File: src/rtl/parity_frame_pkg.sv
// Shared types and parity encoding for the parity frame transmitter and the even/odd checker.
// S-codes: bit1 = odd count of 0s, bit0 = odd count of 1s.
package parity_frame_pkg;

  typedef enum logic [1:0] {
    IDLE = 2'd0,
    DATA = 2'd1,
    TRL0 = 2'd2,
    TRL1 = 2'd3
  } tx_state_t;

  localparam logic [1:0] S00 = 2'b00;
  localparam logic [1:0] S01 = 2'b01;
  localparam logic [1:0] S10 = 2'b10;
  localparam logic [1:0] S11 = 2'b11;

  localparam int TRL_LEN = 2;

  // A 0 flips the odd-0s flag, a 1 flips the odd-1s flag.
  function automatic logic [1:0] parity_next(input logic [1:0] s, input logic b);
    parity_next = b ? {s[1], ~s[0]} : {~s[1], s[0]};
  endfunction

endpackage

File: src/rtl/parity_frame_tx_parity_track.sv
// Running 0s/1s parity register; advances once per enabled bit.
// Shared with the downstream even/odd checker.
module parity_track
  import parity_frame_pkg::*;
(
  input  logic       clk,
  input  logic       rst,
  input  logic       i_en,
  input  logic       i_bit,
  output logic [1:0] o_state
);

  logic [1:0] r_state;

  // Parity advances only on qualified bits; only reset clears it.
  always_ff @(posedge clk) begin
    if (!rst) begin
      r_state <= S00;
    end else if (i_en) begin
      r_state <= parity_next(r_state, i_bit);
    end else begin
      r_state <= r_state;
    end
  end

  assign o_state = r_state;

endmodule

File: src/rtl/parity_frame_tx.sv
// Serial frame transmitter: shifts a DATA_W-bit word out MSB-first, then adds a 2-bit trailer.
// The trailer keeps both the 0s count and the 1s count of every frame even.
module parity_frame_tx
  import parity_frame_pkg::*;
#(
  parameter int DATA_W = 8
) (
  input  logic              clk,
  input  logic              rst,
  input  logic [DATA_W-1:0] in_data,
  input  logic              in_valid,
  output logic              in_ready,
  output logic              tx_bit,
  output logic              tx_valid,
  output logic              tx_sof,
  output logic              tx_eof,
  output logic [1:0]        parity_state
);

  if (((DATA_W % 2) != 0) || (DATA_W < 2)) begin : g_bad_width
    $error("parity_frame_tx: DATA_W must be even and >= 2");
  end

  localparam int              CNT_W    = $clog2(DATA_W + 1);
  localparam logic [CNT_W-1:0] CNT_ONE  = CNT_W'(1);
  localparam logic [CNT_W-1:0] CNT_LAST = CNT_W'(DATA_W);

  tx_state_t         r_state;
  logic [DATA_W-1:0] r_shift;
  logic [CNT_W-1:0]  r_cnt;
  logic              r_p;
  logic              r_in_ready;
  logic              r_tx_bit;
  logic              r_tx_valid;
  logic              r_sof;
  logic              r_eof;
  logic              w_accept;
  logic [1:0]        w_par_state;

  assign w_accept = in_valid & r_in_ready;

  // Outputs are computed one state ahead so each one leaves a flop.
  always_ff @(posedge clk) begin
    if (!rst) begin
      r_state    <= IDLE;
      r_shift    <= '0;
      r_cnt      <= '0;
      r_p        <= 1'b0;
      r_in_ready <= 1'b0;
      r_tx_bit   <= 1'b0;
      r_tx_valid <= 1'b0;
      r_sof      <= 1'b0;
      r_eof      <= 1'b0;
    end else begin
      case (r_state)
        IDLE, TRL1: begin
          if (w_accept) begin
            r_state    <= DATA;
            r_shift    <= {in_data[DATA_W-2:0], 1'b0};
            r_p        <= ^in_data;
            r_cnt      <= CNT_ONE;
            r_tx_bit   <= in_data[DATA_W-1];
            r_tx_valid <= 1'b1;
            r_sof      <= 1'b1;
            r_eof      <= 1'b0;
            r_in_ready <= 1'b0;
          end else begin
            r_state    <= IDLE;
            r_tx_bit   <= 1'b0;
            r_tx_valid <= 1'b0;
            r_sof      <= 1'b0;
            r_eof      <= 1'b0;
            r_in_ready <= 1'b1;
          end
        end
        DATA: begin
          r_tx_valid <= 1'b1;
          r_sof      <= 1'b0;
          r_eof      <= 1'b0;
          r_in_ready <= 1'b0;
          if (r_cnt == CNT_LAST) begin
            r_state  <= TRL0;
            r_tx_bit <= 1'b0;
          end else begin
            r_state  <= DATA;
            r_tx_bit <= r_shift[DATA_W-1];
            r_shift  <= {r_shift[DATA_W-2:0], 1'b0};
            r_cnt    <= r_cnt + CNT_ONE;
          end
        end
        TRL0: begin
          // Last bit repairs the 1s parity; with even DATA_W that fixes the 0s too.
          r_state    <= TRL1;
          r_tx_bit   <= r_p;
          r_tx_valid <= 1'b1;
          r_sof      <= 1'b0;
          r_eof      <= 1'b1;
          r_in_ready <= 1'b1;
        end
        default: begin
          r_state    <= IDLE;
          r_tx_bit   <= 1'b0;
          r_tx_valid <= 1'b0;
          r_sof      <= 1'b0;
          r_eof      <= 1'b0;
          r_in_ready <= 1'b1;
        end
      endcase
    end
  end

  parity_track u_parity_track (
    .clk     (clk),
    .rst     (rst),
    .i_en    (r_tx_valid),
    .i_bit   (r_tx_bit),
    .o_state (w_par_state)
  );

  assign in_ready     = r_in_ready;
  assign tx_bit       = r_tx_bit;
  assign tx_valid     = r_tx_valid;
  assign tx_sof       = r_sof;
  assign tx_eof       = r_eof;
  assign parity_state = w_par_state;

endmodule

File: config.mk
export PLATFORM = sky130hd
export DESIGN_NAME = parity_frame_tx
export DESIGN_NICKNAME = d
export VERILOG_FILES = /design/src/rtl/parity_frame_pkg.sv /design/src/rtl/parity_frame_tx_parity_track.sv /design/src/rtl/parity_frame_tx.sv
export SDC_FILE = /design/constraint.sdc
export NUM_CORES = 1
export LEC_CHECK = 0
export ABC_AREA = 1
export CAP_MARGIN = 20
export CORE_AREA = 3 3 51 53
export DETAILED_ROUTE_END_ITERATION = 16
export DIE_AREA = 0 0 54 56
export GPL_ROUTABILITY_DRIVEN = 0
export PLACE_DENSITY = 0.78
export REMOVE_ABC_BUFFERS = 1
export SLEW_MARGIN = 20
export SYNTH_ARGS = -nofsm -noshare
export SYNTH_HDL_FRONTEND = slang
export SYNTH_HIERARCHICAL = 1
export SYNTH_SLANG_ARGS = --single-unit
File: constraint.sdc
create_clock -name clk -period 2.6 [get_ports clk]
set_clock_uncertainty 0.2 [all_clocks]
set_input_delay 0.26 -clock clk [delete_from_list [all_inputs] [get_ports clk]]
set_output_delay 0.26 -clock clk [all_outputs]
set_load 0.005 [all_outputs]
; Word level (Yosys, flattened, before mapping)
; Index checks and enable logic that the tools add are counted.
[op_classes]
reduce_logical = 10
bitwise_logic = 4
mul = 0
n_eq_ne = 6
n_mux = 18
addsub = 1
n_div = 0
shift = 0
order_cmp = 0
[op_table]
columns = op, count
row1 = $mux 8, 2
row2 = $pmux 8 s2, 1
row3 = $mux 4, 2
row4 = $pmux 4 s2, 1
row5 = $reduce_xor 8->1, 1
row6 = $pmux 1 s2, 3
row7 = $pmux 1 s3, 2
row8 = $pmux 2 s3, 1
row9 = $reduce_and 2->1, 3
row10 = $mux 1, 5
row11 = $add 4x1->4 const B, 1
row12 = $eq 2x2->1 const B, 2
row13 = $eq 4x4->1 const B, 1
row14 = $ne 2x2->1 const B, 2
row15 = $reduce_or 2->1, 2
row16 = $not 1->1, 3
row17 = $reduce_and 3->1, 1
row18 = $reduce_or 3->1, 1
row19 = $eq 2x1->1 const B, 1
row20 = $logic_not 2->1, 1
row21 = $mux 2, 1
row22 = $reduce_bool 2->1, 1
row23 = $and 1x1->1, 1
[totals]
romBits = 0
word_cells = 50
output_inout_bits = 7
inputBits = 11
n_memories = 0
regBits = 22
ram_bits = 0
latch_bits = 0

; Logic depth before layout (Yosys ltp)
[logic_depth]
ltp_word = 4
mapped_depth = 9
depth_no_buf = 9

; Hierarchy
; The synthesis kept the hierarchy.
[modules_own_cells]
columns = mod, n_inst, cells_per_inst, area_each_um2, seq_area_each_um2
row1 = parity_frame_tx, 1, 156, 1098.6, 380.4
row2 = parity_track, 1, 11, 83.8, 40.0

; Worst setup path before layout
; No wires, ideal clock.
[synth_path]
kind = register -> register
from = register r_state[0]
to = register r_cnt[3]
required_ps = 2281
path_stages_with_launch = 10
setup_time_ps = 119
synth_period_minus_slack_ps = 1596
n_path_buf = 1
arrival_ps = 1277
path_slack_ps = 1004
path_cell_list = dfxtp_1 > inv_1 > ha_1 > inv_2 > a21oi_4 > nor2_4 > buf_6 > nand4_2 > nand2_1 > nor2_2
[synth_via]
elab_chain_len = 4
word_cells_on_any_way = 9
cone_classes = eq/ne: 4 / mux: 1 / reduce/logical: 4
[synth_rtl]
columns = item, line
row1 = "start, declared", parity_frame_tx.sv:28  ; tx_state_t r_state;
row2 = "start signal, assigned", parity_frame_tx.sv:45  ; r_state <= IDLE;
row3 = "start signal, assigned", parity_frame_tx.sv:58  ; r_state <= DATA;
row4 = "start signal, assigned", parity_frame_tx.sv:68  ; r_state <= IDLE;
row5 = $eq 2x2->1 / $logic_not 2->1 (equally long branches), parity_frame_tx.sv:55  ; case (r_state)
row6 = $reduce_or 2->1, parity_frame_tx.sv:55
row7 = $ne 2x2->1 (no source line) / $reduce_bool 2->1 (equally long branches), -
row8 = $reduce_and 3->1 (no source line), -
row9 = "end signal, assigned", parity_frame_tx.sv:88  ; r_cnt <= r_cnt + CNT_ONE;
row10 = "end, declared", parity_frame_tx.sv:30  ; logic [CNT_W-1:0] r_cnt;
; Parallel ways exist; a longest one is shown, timed or not.
; A chain may end at the register's enable or synchronous reset.

; Final worst setup path
[layout_path]
from = register r_state[1]
to = register r_cnt[2]
; Same word-level chain as after synthesis.

==> summary.txt <==
outcome -> completed
number of global-route vias before repair -> 955
Post-CTS Hold Buffers -> 0
dpl cells -> 207
via/cell ratio -> 5.005
slew margin rel. -> 0.5732
initial core utilization -> 0.5397
Arr. time, crit path -> 1.95 ns
PortBufs -> 17
number of synthesized flops with an enable pin -> 0
number of setup buffers added after CTS -> 0
MaxCap Viol Count -> 0
f_max -> 509.6 MHz
Post-Syn Area -> 1182 sq um
Setup violations, final -> 0
Seq/Total Area, Yosys -> 0.3556
CP max stage cell -> ha_1
R2R setup slack -> 0.64 ns
Peak VDD IR -> 0.2738 mV
Layout Nets -> 199
Synth area leader -> dfxtp_1
Post-synth ARST share -> 0
Fin Setup TNS -> 0 ns
CTS max path bufs -> 2
first-pass GRT wire length -> 3857 microns
routed wire length per instance -> 10.50 microns
antenna violations before repair -> 0
Iteration-0 DRC Markers -> 22
Final Max Slew Viols -> 0
CTS Buf Count -> 3
routed via count -> 1056
detailed placer's ending HPWL -> 1754 microns
Critical Path Sink Type -> flop
final period utilization -> 0.7548
synth warn -> 6
most frequent cell after synthesis -> nand2_1
DRC Markers -> 0
final non-filler cell total -> 211
clk_lat worst skew -> 0.30 ns
final hold vios -> 0
share of the synthesized area in the top cell type -> 0.3556
Post-synth top flop -> dfxtp_1
layout cell share with drive strength beyond 1 -> 0.1038
CP max stage delay -> 0.55 ns
antenna cells -> 0
# IOs -> 18
Routed WL -> 2216 microns
FF+latch area -> 420.4 sq um
pin count of the biggest net entering global routing -> 19
drt first pass iters -> 4
multi-input logic area -> 636.9 sq um
clock root buffer master -> clkbuf_4
Synth area leaders -> dfxtp_1 (36%), nand2_1 (16%), inv_1 (6.7%)
worst-path cell chain -> inv_1, ha_1, nor2_2, nor2_4, nand2_4, nand2_1, a21oi_1
Power Dens Cells -> 485.2 nW/um^2
antenna-violating nets left -> 0
Syn Inst Count -> 167
Netlist cell types -> 30
row count -> 17
CTS resizes -> 0
synthesized flop and latch total -> 21
top cells by count, synth -> nand2_1 (51), dfxtp_1 (21), inv_1 (21)
final worst slack -> 0.6375 ns
die height -> 56 microns
Clk pin slew, worst setup/hold paths -> 0.12 ns
Pleak -> 0.5880 nW
Die W -> 54 microns
worst-margin pin slew -> 0.6401 ns
H-tree levels -> 1
pre-CTS setup slack -> 0.6422 ns
average size of a mapped cell -> 7.080 sq um
Layout area overhead -> 16.40%
Die Area -> 3024 sq um
Sink Count -> 21
CORE AREA -> 2191 sq um
minimum clock period -> 1.963 ns
critical path peak fanout -> 18
Hold/Removal Path Class -> reg -> reg
TritonCTS clock tree -> yes
fillcell total -> 196
Total GRT Usage -> 0.1671
Setup Crit Path Kind -> reg -> reg
Req. time, crit path -> 2.58 ns
Worst Setup Start Kind -> flop
unrepaired setup endpoints after global routing -> false
global route overflow -> 0
## kinds of logic (layout without fill, tap and decap cells)
family	after synthesis	in the layout	synth area share
AND/OR/NAND/NOR	90	90	0.3651
buffers and inverters	28	44	0.1058
AO/OA/AOI/OAI	21	21	0.1090
flip-flops	21	21	0.3556
adder cells (fa/ha/maj)	4	4	0.04233
XOR/XNOR	3	3	0.02223
## state kept, by name, indices dropped and copies added, names as in the netlist
register and count:
r_p 1, in_ready 1, tx_valid 1, tx_sof 1, r_cnt 4, r_shift 7
u_parity_track/o_state 2, tx_bit 1, r_state 2, tx_eof 1
## cell usage in the layout (no fill, tap or decap)
master           instances
nand3_1                 12
a211oi_1                 1
clkdlybuf4s50_1         17
nand4_1                  2
inv_2                    2
nor3_2                   1
dfxtp_1                 21
nand4_2                  1
ha_1                     4
inv_1                   21
nor2_1                  11
clkbuf_4                 3
nand2_2                  1
nor3_1                   3
nand4_4                  1
nand2_1                 51
o21ai_0                  5
a21boi_0                 1
nand2_4                  1
nor2_2                   2
clkinv_2                 1
xor2_1                   1
a21oi_1                 11
nor2_4                   1
xnor2_1                  2
nor4_1                   1
nand3_2                  2
a21oi_4                  1
a21oi_2                  2
## power by group
group          switching [mW]  internal [mW]
Combinational          0.0881         0.0643
Sequential             0.0153          0.343
Clock                   0.100         0.0573
Total                   0.203          0.464
## critical path, delay by kind of cell, from the launching register on
family / cells / cell delay, ns
AND/OR/NAND/NOR: 4 / 0.63
AO/OA/AOI/OAI: 1 / 0.06
adder cells (fa/ha/maj): 1 / 0.55
buffers and inverters: 1 / 0.05
flip-flops: 1 / 0.34
## per-layer routing
layer,global-route usage,vias to the layer above,part of all wire
li1,-,563,-
met1,0.2144,472,0.48
met2,0.2630,17,0.47
met3,0.02413,4,0.032
met4,0.08541,0,0.020
met5,0,-,0
## final timing paths
path	startpoint	to	cells past startpoint
max	r_state[1]	r_cnt[2]	7
min	r_shift[6]	r_shift[6]	2
max reg2reg	r_state[1]	r_cnt[2]	7
min reg2reg	r_shift[6]	r_shift[6]	2
## per-stage QoR
stage / hold slack, ns / util / area [sq um] / total power, mW
floorplan: 0.1576 / - / 1144 / 0.4630
global placement: 0.2502 / 0.6156 / 1349 / 0.5124
detailed placement: 0.2534 / 0.6156 / 1349 / 0.5182
CTS: 0.2716 / 0.6282 / 1376 / 0.6735
global route: 0.2872 / 0.6282 / 1376 / 0.7133
finish: 0.2743 / 0.6282 / 1376 / 0.6677
## final cells by class
| cell class | instances | share of cell area |
|---|---|---|
| multi-input cells | 118 | 0.4627 |
| well taps | 28 | 0.02545 |
| clock inverters | 1 | 0.003636 |
| repair buffers | 17 | 0.1236 |
| clock buffers | 3 | 0.01636 |
| inverters | 23 | 0.06273 |
| flip-flops and latches | 21 | 0.3055 |
Note: power is estimated with default switching activity, not from simulation.
